`src/rtl/serdes_word_aligner_if.sv`:
```
`default_nettype none
// ============================================================================
// Module      : serdes_word_aligner_if
// Description : Word stream in, aligned payload and lock status out.
// Revision    : 1.0 - initial release
// ============================================================================
interface serdes_word_aligner_if #(
    parameter int WIDTH = 8,
    parameter int OFS_W = 3
);
    logic [WIDTH-1:0] in_data;
    logic             in_valid;
    logic [WIDTH-1:0] out_data;
    logic             out_valid;
    logic             locked;
    logic [OFS_W-1:0] offset;
    logic             sync_err;

    modport master (
        output in_data, in_valid,
        input  out_data, out_valid, locked, offset, sync_err
    );

    modport slave (
        input  in_data, in_valid,
        output out_data, out_valid, locked, offset, sync_err
    );
endinterface
`default_nettype wire

```
`src/rtl/serdes_word_aligner.sv`:
```
`default_nettype none
// ============================================================================
// Module      : serdes_word_aligner
// Description : Finds SYNC_WORD at any bit offset in the serdes word stream,
//               locks after LOCK_HITS spaced syncs and emits aligned payload.
// Revision    : 1.0 - initial release
// ============================================================================
module serdes_word_aligner #(
    parameter int               WIDTH       = 8,
    parameter logic [WIDTH-1:0] SYNC_WORD   = 8'h81,
    parameter int               FRAME_LEN   = 1,
    parameter int               LOCK_HITS   = 3,
    parameter int               LOSS_MISSES = 4
) (
    input  logic                    clk,
    input  logic                    reset,
    serdes_word_aligner_if.slave    bus
);

    localparam int OFS_W  = (WIDTH > 1) ? $clog2(WIDTH) : 1;
    localparam int SLOT_W = $clog2(FRAME_LEN + 1);
    localparam int HIT_W  = $clog2(LOCK_HITS + 1);
    localparam int MISS_W = $clog2(LOSS_MISSES + 1);

    localparam logic [SLOT_W-1:0] c_frame_len   = SLOT_W'(FRAME_LEN);
    localparam logic [SLOT_W-1:0] c_slot_one    = SLOT_W'(1);
    localparam logic [HIT_W-1:0]  c_lock_hits   = HIT_W'(LOCK_HITS);
    localparam logic [HIT_W-1:0]  c_hits_one    = HIT_W'(1);
    localparam logic [MISS_W-1:0] c_loss_misses = MISS_W'(LOSS_MISSES);
    localparam logic [MISS_W-1:0] c_miss_one    = MISS_W'(1);

    localparam logic [1:0] c_st_hunt   = 2'd0;
    localparam logic [1:0] c_st_verify = 2'd1;
    localparam logic [1:0] c_st_locked = 2'd2;

    logic [1:0]        r_state;
    logic [WIDTH-1:0]  r_prev;
    logic              r_primed;
    logic [SLOT_W-1:0] r_slot;
    logic [HIT_W-1:0]  r_hits;
    logic [MISS_W-1:0] r_misses;
    logic [OFS_W-1:0]  r_offset;
    logic [WIDTH-1:0]  r_out_data;
    logic              r_out_valid;
    logic              r_locked;
    logic              r_sync_err;

    logic [2*WIDTH-1:0] w_window;
    logic [WIDTH-1:0]   w_cand [WIDTH];
    logic [WIDTH-1:0]   w_match;
    logic               w_hit;
    logic [OFS_W-1:0]   w_hit_k;
    logic [WIDTH-1:0]   w_aligned;
    logic               w_sync_ok;
    logic               w_sync_pos;
    logic [SLOT_W-1:0]  w_slot_nxt;
    logic [HIT_W-1:0]   w_hits_inc;
    logic [MISS_W-1:0]  w_misses_inc;

    // Candidate k starts k bits into the previous word, so k=0 is prev itself.
    assign w_window = {r_prev, bus.in_data};

    genvar k;
    generate
        for (k = 0; k < WIDTH; k++) begin : g_cand
            assign w_cand[k]  = w_window[2*WIDTH-1-k -: WIDTH];
            assign w_match[k] = (w_cand[k] == SYNC_WORD);
        end
    endgenerate

    always_comb begin
        w_hit   = 1'b0;
        w_hit_k = '0;
        for (int i = WIDTH - 1; i >= 0; i--) begin
            if (w_match[i]) begin
                w_hit   = 1'b1;
                w_hit_k = OFS_W'(i);
            end
        end
    end

    assign w_aligned    = w_cand[r_offset];
    assign w_sync_ok    = (w_aligned == SYNC_WORD);
    assign w_sync_pos   = (r_slot == '0);
    assign w_slot_nxt   = (r_slot == c_frame_len) ? '0 : r_slot + c_slot_one;
    assign w_hits_inc   = r_hits + c_hits_one;
    assign w_misses_inc = r_misses + c_miss_one;

    always_ff @(posedge clk or posedge reset) begin
        if (reset) begin
            r_state     <= c_st_hunt;
            r_prev      <= '0;
            r_primed    <= 1'b0;
            r_slot      <= '0;
            r_hits      <= '0;
            r_misses    <= '0;
            r_offset    <= '0;
            r_out_data  <= '0;
            r_out_valid <= 1'b0;
            r_locked    <= 1'b0;
            r_sync_err  <= 1'b0;
        end else begin
            r_out_valid <= 1'b0;
            r_sync_err  <= 1'b0;
            if (bus.in_valid) begin
                r_prev   <= bus.in_data;
                r_primed <= 1'b1;
                if (r_primed) begin
                    case (r_state)
                        c_st_hunt: begin
                            if (w_hit) begin
                                r_offset <= w_hit_k;
                                r_slot   <= c_slot_one;
                                r_hits   <= c_hits_one;
                                r_state  <= c_st_verify;
                            end
                        end
                        c_st_verify: begin
                            r_slot <= w_slot_nxt;
                            // Payload is withheld here so a sync-like payload word cannot leak out.
                            if (w_sync_pos) begin
                                if (w_sync_ok) begin
                                    r_hits <= w_hits_inc;
                                    if (w_hits_inc >= c_lock_hits) begin
                                        r_hits   <= c_lock_hits;
                                        r_misses <= '0;
                                        r_state  <= c_st_locked;
                                        r_locked <= 1'b1;
                                    end
                                end else begin
                                    r_hits  <= '0;
                                    r_state <= c_st_hunt;
                                end
                            end
                        end
                        c_st_locked: begin
                            r_slot <= w_slot_nxt;
                            if (w_sync_pos) begin
                                if (w_sync_ok) begin
                                    r_misses <= '0;
                                end else begin
                                    r_sync_err <= 1'b1;
                                    r_misses   <= w_misses_inc;
                                    if (w_misses_inc >= c_loss_misses) begin
                                        r_misses <= c_loss_misses;
                                        r_hits   <= '0;
                                        r_state  <= c_st_hunt;
                                        r_locked <= 1'b0;
                                    end
                                end
                            end else begin
                                r_out_data  <= w_aligned;
                                r_out_valid <= 1'b1;
                            end
                        end
                        default: begin
                            r_state  <= c_st_hunt;
                            r_locked <= 1'b0;
                        end
                    endcase
                end
            end
        end
    end

    assign bus.out_data  = r_out_data;
    assign bus.out_valid = r_out_valid;
    assign bus.locked    = r_locked;
    assign bus.offset    = r_offset;
    assign bus.sync_err  = r_sync_err;

endmodule
`default_nettype wire
```
`src/flat_wrapper.sv`:
```
// flat-port wrapper written by rule: the top's interface ports become plain ports
module serdes_word_aligner_flat 
#(
    parameter int               WIDTH       = 8,
    parameter logic [WIDTH-1:0] SYNC_WORD   = 8'h81,
    parameter int               FRAME_LEN   = 1,
    parameter int               LOCK_HITS   = 3,
    parameter int               LOSS_MISSES = 4
)
  (clk, reset, bus_in_data, bus_in_valid, bus_out_data, bus_out_valid, bus_locked, bus_offset, bus_sync_err);
  serdes_word_aligner_if #(.WIDTH(WIDTH)) bus_i ();
  input  logic clk;
  input  logic reset;
  input wire logic [$bits(bus_i.in_data)-1:0] bus_in_data;
  input wire logic [$bits(bus_i.in_valid)-1:0] bus_in_valid;
  output wire logic [$bits(bus_i.out_data)-1:0] bus_out_data;
  output wire logic [$bits(bus_i.out_valid)-1:0] bus_out_valid;
  output wire logic [$bits(bus_i.locked)-1:0] bus_locked;
  output wire logic [$bits(bus_i.offset)-1:0] bus_offset;
  output wire logic [$bits(bus_i.sync_err)-1:0] bus_sync_err;
  assign bus_i.in_data = bus_in_data;
  assign bus_i.in_valid = bus_in_valid;
  assign bus_out_data = bus_i.out_data;
  assign bus_out_valid = bus_i.out_valid;
  assign bus_locked = bus_i.locked;
  assign bus_offset = bus_i.offset;
  assign bus_sync_err = bus_i.sync_err;
  serdes_word_aligner #(.WIDTH(WIDTH), .SYNC_WORD(SYNC_WORD), .FRAME_LEN(FRAME_LEN), .LOCK_HITS(LOCK_HITS), .LOSS_MISSES(LOSS_MISSES)) u_core (.clk(clk), .reset(reset), .bus(bus_i));
endmodule
```
`config.mk`:
```
export PLATFORM = sky130hd
export DESIGN_NAME = serdes_word_aligner_flat
export DESIGN_NICKNAME = d
export VERILOG_FILES = /design/src/rtl/serdes_word_aligner_if.sv /design/src/rtl/serdes_word_aligner.sv /design/src/flat_wrapper.sv
export SDC_FILE = /design/constraint.sdc
export NUM_CORES = 1
export LEC_CHECK = 0
export BUFFER_PORTS_ARGS = -buffer_cell sky130_fd_sc_hd__buf_4
export CAP_MARGIN = 40
export CORE_MARGIN = 2
export CORE_UTILIZATION = 58
export CTS_CLUSTER_DIAMETER = 50
export DETAILED_ROUTE_END_ITERATION = 8
export GPL_ROUTABILITY_DRIVEN = 0
export HOLD_SLACK_MARGIN = 0.12
export PLACE_DENSITY_LB_ADDON = 0.3
export SYNTH_ARGS = -nofsm -noshare
export SYNTH_HDL_FRONTEND = slang
export SYNTH_SLANG_ARGS = --single-unit
```
`constraint.sdc`:
```
create_clock -name clk -period 3.2 [get_ports clk]
set_input_delay 0.32 -clock clk [delete_from_list [all_inputs] [get_ports clk]]
set_output_delay 0.32 -clock clk [all_outputs]
set_load 0.005 [all_outputs]
```
# Word-level counts from Yosys, hierarchy flattened
# Index checks and enable logic that the tools add are counted.
[classes] add_sub_neg=3 n_lt_le_gt_ge=3 n_eq_ne=19 mux=57 n_bitwise=2 reduce_logical=12
[ops] cell="$eq A8 B8 Y1 const B" count=9
[ops] cell="$mux W3" count=14
[ops] cell="$mux W1" count=25
[ops] cell="$bmux W8 S3" count=1
[ops] cell="$mux W2" count=10
[ops] cell="$mux W8" count=2
[ops] cell="$reduce_and A8 Y1" count=2
[ops] cell="$pmux W2 S3" count=2
[ops] cell="$reduce_and A4 Y1" count=3
[ops] cell="$reduce_and A9 Y1" count=1
[ops] cell="$ne A2 B1 Y1 const B" count=4
[ops] cell="$reduce_and A7 Y1" count=1
[ops] cell="$ne A2 B2 Y1 const B" count=3
[ops] cell="$pmux W3 S2" count=1
[ops] cell="$ge A4 B4 Y1 const B" count=1
[ops] cell="$not A3 Y4" count=1
[ops] cell="$reduce_bool A2 Y1" count=2
[ops] cell="$add A3 B1 Y3 const B" count=1
[ops] cell="$ge A3 B3 Y1 const B" count=1
[ops] cell="$ne A3 B3 Y1 const B" count=1
[ops] cell="$pmux W1 S3" count=1
[ops] cell="$reduce_bool A3 Y1" count=1
[ops] cell="$add A2 B1 Y2 const B" count=1
[ops] cell="$eq A2 B1 Y1 const B" count=1
[ops] cell="other kinds (7)" count=7
[totals] regBits=31 word_cells=107

# Logic depth before layout (Yosys ltp)
# Gate-level depths: netlist of run 1.
[logic_depth] word_depth=11 mapped_depth=8

# Worst setup path after synthesis of run 1
# OpenSTA, ideal clock, no wires.
[synth_path] kind="register to register" start="register u_core.r_offset[2], in the netlist u_core.bus.offset[2]" end="register u_core.r_misses[1]" setup_time_ns=0.127 arrival_time_ns=2.140 t_required_ns=3.073 setup_slack_ns=0.932 stages_incl_launch_ff=8 period_less_slack_ns=2.268 cell_sequence="dfrtp_1 buf_6 mux4_2 mux2i_1 nand4_2 nor3_1 o2111a_2 mux2_1"
[synth_via] elab_chain_cells=8 word_cells_on_any_way=10 classes_between="eq/ne (2); mux (6); bitwise (1); reduce/logical (1)"
[synth_rtl] item="start, declared" line="serdes_word_aligner.sv:42" source="logic [OFS_W-1:0] r_offset;"
[synth_rtl] item="start signal, assigned" line="serdes_word_aligner.sv:112" source="r_offset <= w_hit_k;"
[synth_rtl] item="$not A3 Y4 (implied by the code) *" line="serdes_word_aligner.sv:82" source="assign w_aligned = w_cand[r_offset];"
[synth_rtl] item="$bmux W8 S3 *" line="serdes_word_aligner.sv:82"
[synth_rtl] item="$mux W8 (implied by the code) * (2 in series)" line="serdes_word_aligner.sv:82"
[synth_rtl] item="$eq A8 B8 Y1 *" line="serdes_word_aligner.sv:83" source="assign w_sync_ok = (w_aligned == SYNC_WORD);"
[synth_rtl] item="$mux W3" line="serdes_word_aligner.sv:139" source="if (w_sync_ok) begin"
[synth_rtl] item="$mux W3" line="serdes_word_aligner.sv:138" source="if (w_sync_pos) begin"
[synth_rtl] item="$pmux W3 S2" line="serdes_word_aligner.sv:109" source="case (r_state)"
[synth_rtl] item="end signal, assigned" line="serdes_word_aligner.sv:143" source="r_misses <= w_misses_inc;"
[synth_rtl] item="end signal, assigned" line="serdes_word_aligner.sv:145" source="r_misses <= c_loss_misses;"
[synth_rtl] item="end, declared" line="serdes_word_aligner.sv:41" source="logic [MISS_W-1:0] r_misses;"
# Mark *: on every way between the ends. The rest lies on a longest branch, timed or not. The select of a mux whose other input is x is not followed.
# A chain may end at the register's enable or synchronous reset.

# Worst setup path in the final report of run 1
# Ends and elaborated chain as after synthesis.

==> metrics.yaml, run 1 <==
track_usage: 0.248
syn_avg_cell_area_um2: 11.1
initial_utilization: 0.605
intPower_w: 0.000944
core.rowCount: 21
cts_resized: 0
cp-start-kind: "flip-flop"
antenna_left: 0
cts_root_buf: "clkbuf_4"
rsz0062_at_grt: "no"
seq_power_share: 0.398
hp-class: "primary input to flip-flop"
syn_area_um2: 2030
grt_overflow: 0
met2_usage: 0.418
grt_pass1_wl_um: 7660
num_io_pins: 25
netlist_instances: 183
synth_edf_count: 0
clk_pin_slew_ns: 0.11
drtPass1Iterations: 4
syn2layout_area_growth_pct: 13.8
leakage_nw: 1.00
criticalPathCategory: "flip-flop to flip-flop"
tightest_slew_ns: 0.634
power_density_nw_per_um2: 621
antenna_found_initial: 0
vias_per_cell: 6.40
critPathMaxFanout: 12
power.share.clock: 0.228
p_sw_frac: 0.343
fin_crit_sh: 0.843
grt-busiest-layer: "met2"
wirelength_um: 4540
dieArea_um2: 4000
vias: 1620
clock_latency_ns: 0.35
final_hold_viol_count: 0
combPwrFrac: 0.375
hpwl_um: 3340
final_common_cell: "dfrtp_1"
cp-end-kind: "flip-flop"
clock.fmax_mhz: 371
drtIter0Drc: 67
grt_pass1_vias: 1674
clock_sinks: 31
synth-seq-cells: 31
detail_route.wl_per_cell_um: 17.9
antenna_cells: 0
cts_tree: "built"
slew_headroom: 0.574
core-area_um2: 3360
nets: 223
synth.distinct_cells: 53
place_area_um2: 2220
mostFrequentLayoutCells: "dfrtp_1, buf_4, nand2_1"
fin_area_um2: 2310
setup_violations: 0
drv_cap: 0
drcViolationCount: 0
worstPathArrival_ns: 2.92
die_y_um: 63.2
htree_num_levels: 2
min_period_ns: 2.70
drive_above_1_share: 0.319
switchingPower_w: 0.000493
die_w_um: 63.2
stdcell_count: 253
post_cts_buffers: 0
synth_top_flop_cell: "dfrtp_1"
syn_nets: 200
grt_use_met1: 0.309
port_buffers: 24
grt_max_degree: 32
yosysSeqAreaShare: 0.381
slew_viol_final: 0
synthArstFlopShare: 1.00
tns_ns: 0
status: "finished clean"
cts-buffers-inserted: 5
irDropWorstVdd_mv: 0.444
required_ns: 3.43
hold_buffers: 1
clock_tree.buffer_depth: 2
synth_warnings: 0
dp.cells: 244
fin_skew_ns: 0.0159
gr-usage-met3: 0.0607
power_w: 0.00144
[cell families (layout without fill, tap and decap cells)]
group	Yosys count	in the layout	share of synthesized area
xor gates and xnor gates	1	1	0.00431
AOI/OAI and AO/OA	34	34	0.121
muxes	34	34	0.244
adders and majority gates	6	6	0.0369
and+or+nand+nor	60	60	0.169
DFF	31	31	0.381
buffers and inverters	17	41	0.0430
[final timing paths]
kind                                         from                     end  slack [ns]  depth (start not counted)
hold / removal                     bus_in_data[0]        u_core.r_prev[0]        0.22                          2
setup reg to reg             u_core.bus.offset[2]      u_core.r_misses[1]        0.50                          6
hold reg to reg            u_core.bus.out_data[5]  u_core.bus.out_data[5]        0.49                          1
min in group asynchronous                   reset  u_core.bus.out_data[5]        0.61                          4
max in group asynchronous                   reset    u_core.bus.offset[0]        2.28                          4
setup / recovery             u_core.bus.offset[2]      u_core.r_misses[1]        0.50                          6
[layout make-up]
| type | instances | area, um2 |
|---|---|---|
| Clock buffer | 6 | 51.3 |
| Clock inverter | 2 | 35.0 |
| Tap cell | 46 | 57.6 |
| Timing Repair Buffer | 26 | 198 |
| Inverter | 7 | 26.3 |
| Multi-Input combinational cell | 135 | 1170 |
| Sequential cell | 31 | 776 |
| Fill cell | 277 | 1050 |
[cell usage after synthesis, types with 2 or more instances]
cell,number,share of area
mux2_2,9,0.050
o21ai_1,4,0.0098
a21o_1,2,0.0074
buf_1,2,0.0037
inv_1,7,0.013
nand3b_1,2,0.0074
mux2i_1,8,0.039
mux4_2,8,0.089
nand2b_1,3,0.0092
nor3_1,5,0.012
buf_6,3,0.017
clkbuf_1,4,0.0074
nor2_1,12,0.022
or2_2,2,0.0061
o21ai_0,7,0.017
nand4_1,3,0.0092
a221oi_2,2,0.015
mux2_1,6,0.033
ha_1,6,0.037
mux4_1,2,0.026
nand2_1,20,0.037
dfrtp_1,31,0.38
a21oi_1,5,0.012
[power groups by stage]
stage               registers [W]  logic (W)  clock network [W]
floorplan                0.000530   0.000417                  0
global placement         0.000568   0.000507                  0
detailed placement       0.000579   0.000536                  0
CTS                      0.000570   0.000539           0.000332
global route             0.000588   0.000582           0.000351
finish                   0.000571   0.000539           0.000327
[metal layers]
layer	vias to the layer above	wire length (um)
met3	11	343
li1	742	-
met2	73	2270
met5	-	0
met4	0	100
met1	794	1830
[state kept, by name, summed over array words and instances (netlist names)]
signal and count:
u_core.bus.offset 3, u_core.r_state 2, u_core.r_misses 3, u_core.bus.out_valid 1, u_core.bus.out_data 8, u_core.bus.sync_err 1, u_core.r_primed 1, u_core.bus.locked 1
u_core.r_slot 1, u_core.r_prev 8, u_core.r_hits 2
[through the flow]
| step | utilization | worst slack, ns | hold slack, ns |
|---|---|---|---|
| floorplan | - | 0.932 | 0.424 |
| global placement | 0.660 | 0.629 | 0.421 |
| detailed placement | 0.660 | 0.518 | 0.431 |
| CTS | 0.688 | 0.488 | 0.214 |
| global route | 0.688 | 0.312 | 0.206 |
| finish | 0.688 | 0.503 | 0.216 |
[critical path, stage by stage (launching register included)]
cell,delay [ns]
dfrtp_1,0.67
mux4_2,0.58
mux2i_1,0.25
nand4_2,0.23
nor3_1,0.26
o2111a_2,0.25
mux2_1,0.33
(Power assumes the default switching activity.)
==> inputs of run 2 (changes only) <==
==> constraint.sdc (replaced) <==
create_clock -name clk -period 2.8 [get_ports clk]
set_input_delay 0.28 -clock clk [delete_from_list [all_inputs] [get_ports clk]]
set_output_delay 0.28 -clock clk [all_outputs]
set_load 0.005 [all_outputs]
==> run 2 against run 1 <==
Clock-buffer cell count stayed put. Worst hold slack got worse by 0.034 ns. Worst setup slack worse by 0.33 ns. Critical path type unchanged. Register-to-register slack worse by 0.33 ns.
==> metrics.yaml, run 2 (synthesis results as in run 1) <==
status: "finished clean"
antenna_found_initial: 0
critPathMaxFanout: 12
hp-class: "primary input to flip-flop"
grt_overflow: 0
fin_skew_ns: 0.00963
grt-busiest-layer: "met2"
track_usage: 0.242
cts_root_buf: "clkbuf_4"
slew_headroom: 0.594
dieArea_um2: 4000
clock_tree.buffer_depth: 2
fin_crit_sh: 0.939
utilization: 0.689
drtPass1Iterations: 4
antenna_cells: 0
fill_cells: 265
grt_pass1_vias: 1648
grt_pass1_wl_um: 7510
dp.cells: 244
core.rowCount: 21
endpoint: "u_core.r_misses[1]"
grt_max_degree: 32
leakage_nw: 1.00
irDropWorstVdd_mv: 0.412
vias: 1616
worst-r2r-cell-count: 6
initial_utilization: 0.605
nets: 223
htree_num_levels: 2
final_hold_viol_count: 0
clock_latency_ns: 0.34
clock_sinks: 31
criticalPathCategory: "flip-flop to flip-flop"
cp-end-kind: "flip-flop"
met2_usage: 0.398
stdcell_count: 253
r2r-end: "u_core.r_misses[1]"
cp-start-kind: "flip-flop"
power_density_nw_per_um2: 708
gr-usage-met3: 0.0643
cts-buffers-inserted: 5
clk_pin_slew_ns: 0.10
setup_violations: 0
r2r_slack_ns: 0.17
antenna_left: 0
post_cts_buffers: 0
clock.fmax_mhz: 380
worstHoldStart: "bus_in_data[0]"
tightest_slew_ns: 0.604
drv_cap: 0
core-area_um2: 3360
detail_route.wl_per_cell_um: 17.7
rsz0062_at_grt: "no"
final_common_cell: "dfrtp_1"
slew_viol_final: 0
drive_above_1_share: 0.324
min_period_ns: 2.63
drtIter0Drc: 118
die_w_um: 63.2
syn2layout_area_growth_pct: 13.8
hpwl_um: 3280
grt_use_met1: 0.310
worstPathArrival_ns: 2.86
num_io_pins: 25
die_y_um: 63.2
tns_ns: 0
wirelength_um: 4470
cts_tree: "built"
drcViolationCount: 0
port_buffers: 24
vias_per_cell: 6.39
required_ns: 3.03
regToRegStartpoint: "u_core.bus.offset[0]"
crit_start: "u_core.bus.offset[0]"
mostFrequentLayoutCells: "dfrtp_1, buf_4, nand2_1"
## run 2: critical path, stage by stage, from the launching register on
cell,delay (ns)
dfrtp_1,0.66
mux4_2,0.59
mux2i_1,0.25
nand4b_2,0.22
nor3_1,0.24
o2111a_2,0.25
mux2_1,0.33
## run 2: routing by layer
metal,up-vias,part of all wire
li1,736,-
met1,774,0.40
met2,92,0.49
met3,14,0.090
met4,0,0.019
met5,-,0
## run 2: where the power goes
part	switching, W	internal [W]
registers	0.000114	0.000539
logic	0.000284	0.000331
clock network	0.000162	0.000211
total	0.000560	0.00108
## run 2: how the worst min path moves through the flow
stage / to / slack, ns / cells after the start
3_3_place_gp: u_core.bus.out_data[5] / 0.38 / 3
6_report: u_core.r_prev[0] / 0.18 / 2
5_1_grt: u_core.r_prev[0] / 0.17 / 2
4_1_cts: u_core.r_prev[0] / 0.18 / 2
3_5_place_dp: u_core.bus.out_data[5] / 0.39 / 3
2_1_floorplan: u_core.bus.locked / 0.38 / 1
## run 2: stage by stage
step | hold slack (ns) | worst slack, ns | area [um2] | power [W]
3_5_place_dp | 0.392 | 0.142 | 2220 | 0.00127
5_1_grt | 0.168 | 0.00904 | 2320 | 0.00173
2_1_floorplan | 0.384 | 0.532 | 2030 | 0.00108
6_report | 0.182 | 0.170 | 2320 | 0.00164
4_1_cts | 0.180 | 0.126 | 2310 | 0.00164
3_3_place_gp | 0.381 | 0.229 | 2220 | 0.00123
## run 2: repair_timing
item                                    CTS  global route
gates resized for setup                   0             1
hold endpoints to repair                 31             0
endpoints found under the setup margin    0             1
hold buffers                              1             0
## run 2: final cells by class
cell class / instances / area [um2] / area share
clock inverter: 2 / 35.0 / 0.0151
tap: 46 / 57.6 / 0.0249
timing repair buffer: 26 / 198 / 0.0854
inverter: 7 / 26.3 / 0.0113
sequential: 31 / 777 / 0.335
multi-input combinational: 135 / 1170 / 0.506
clock buffer: 6 / 51.3 / 0.0222
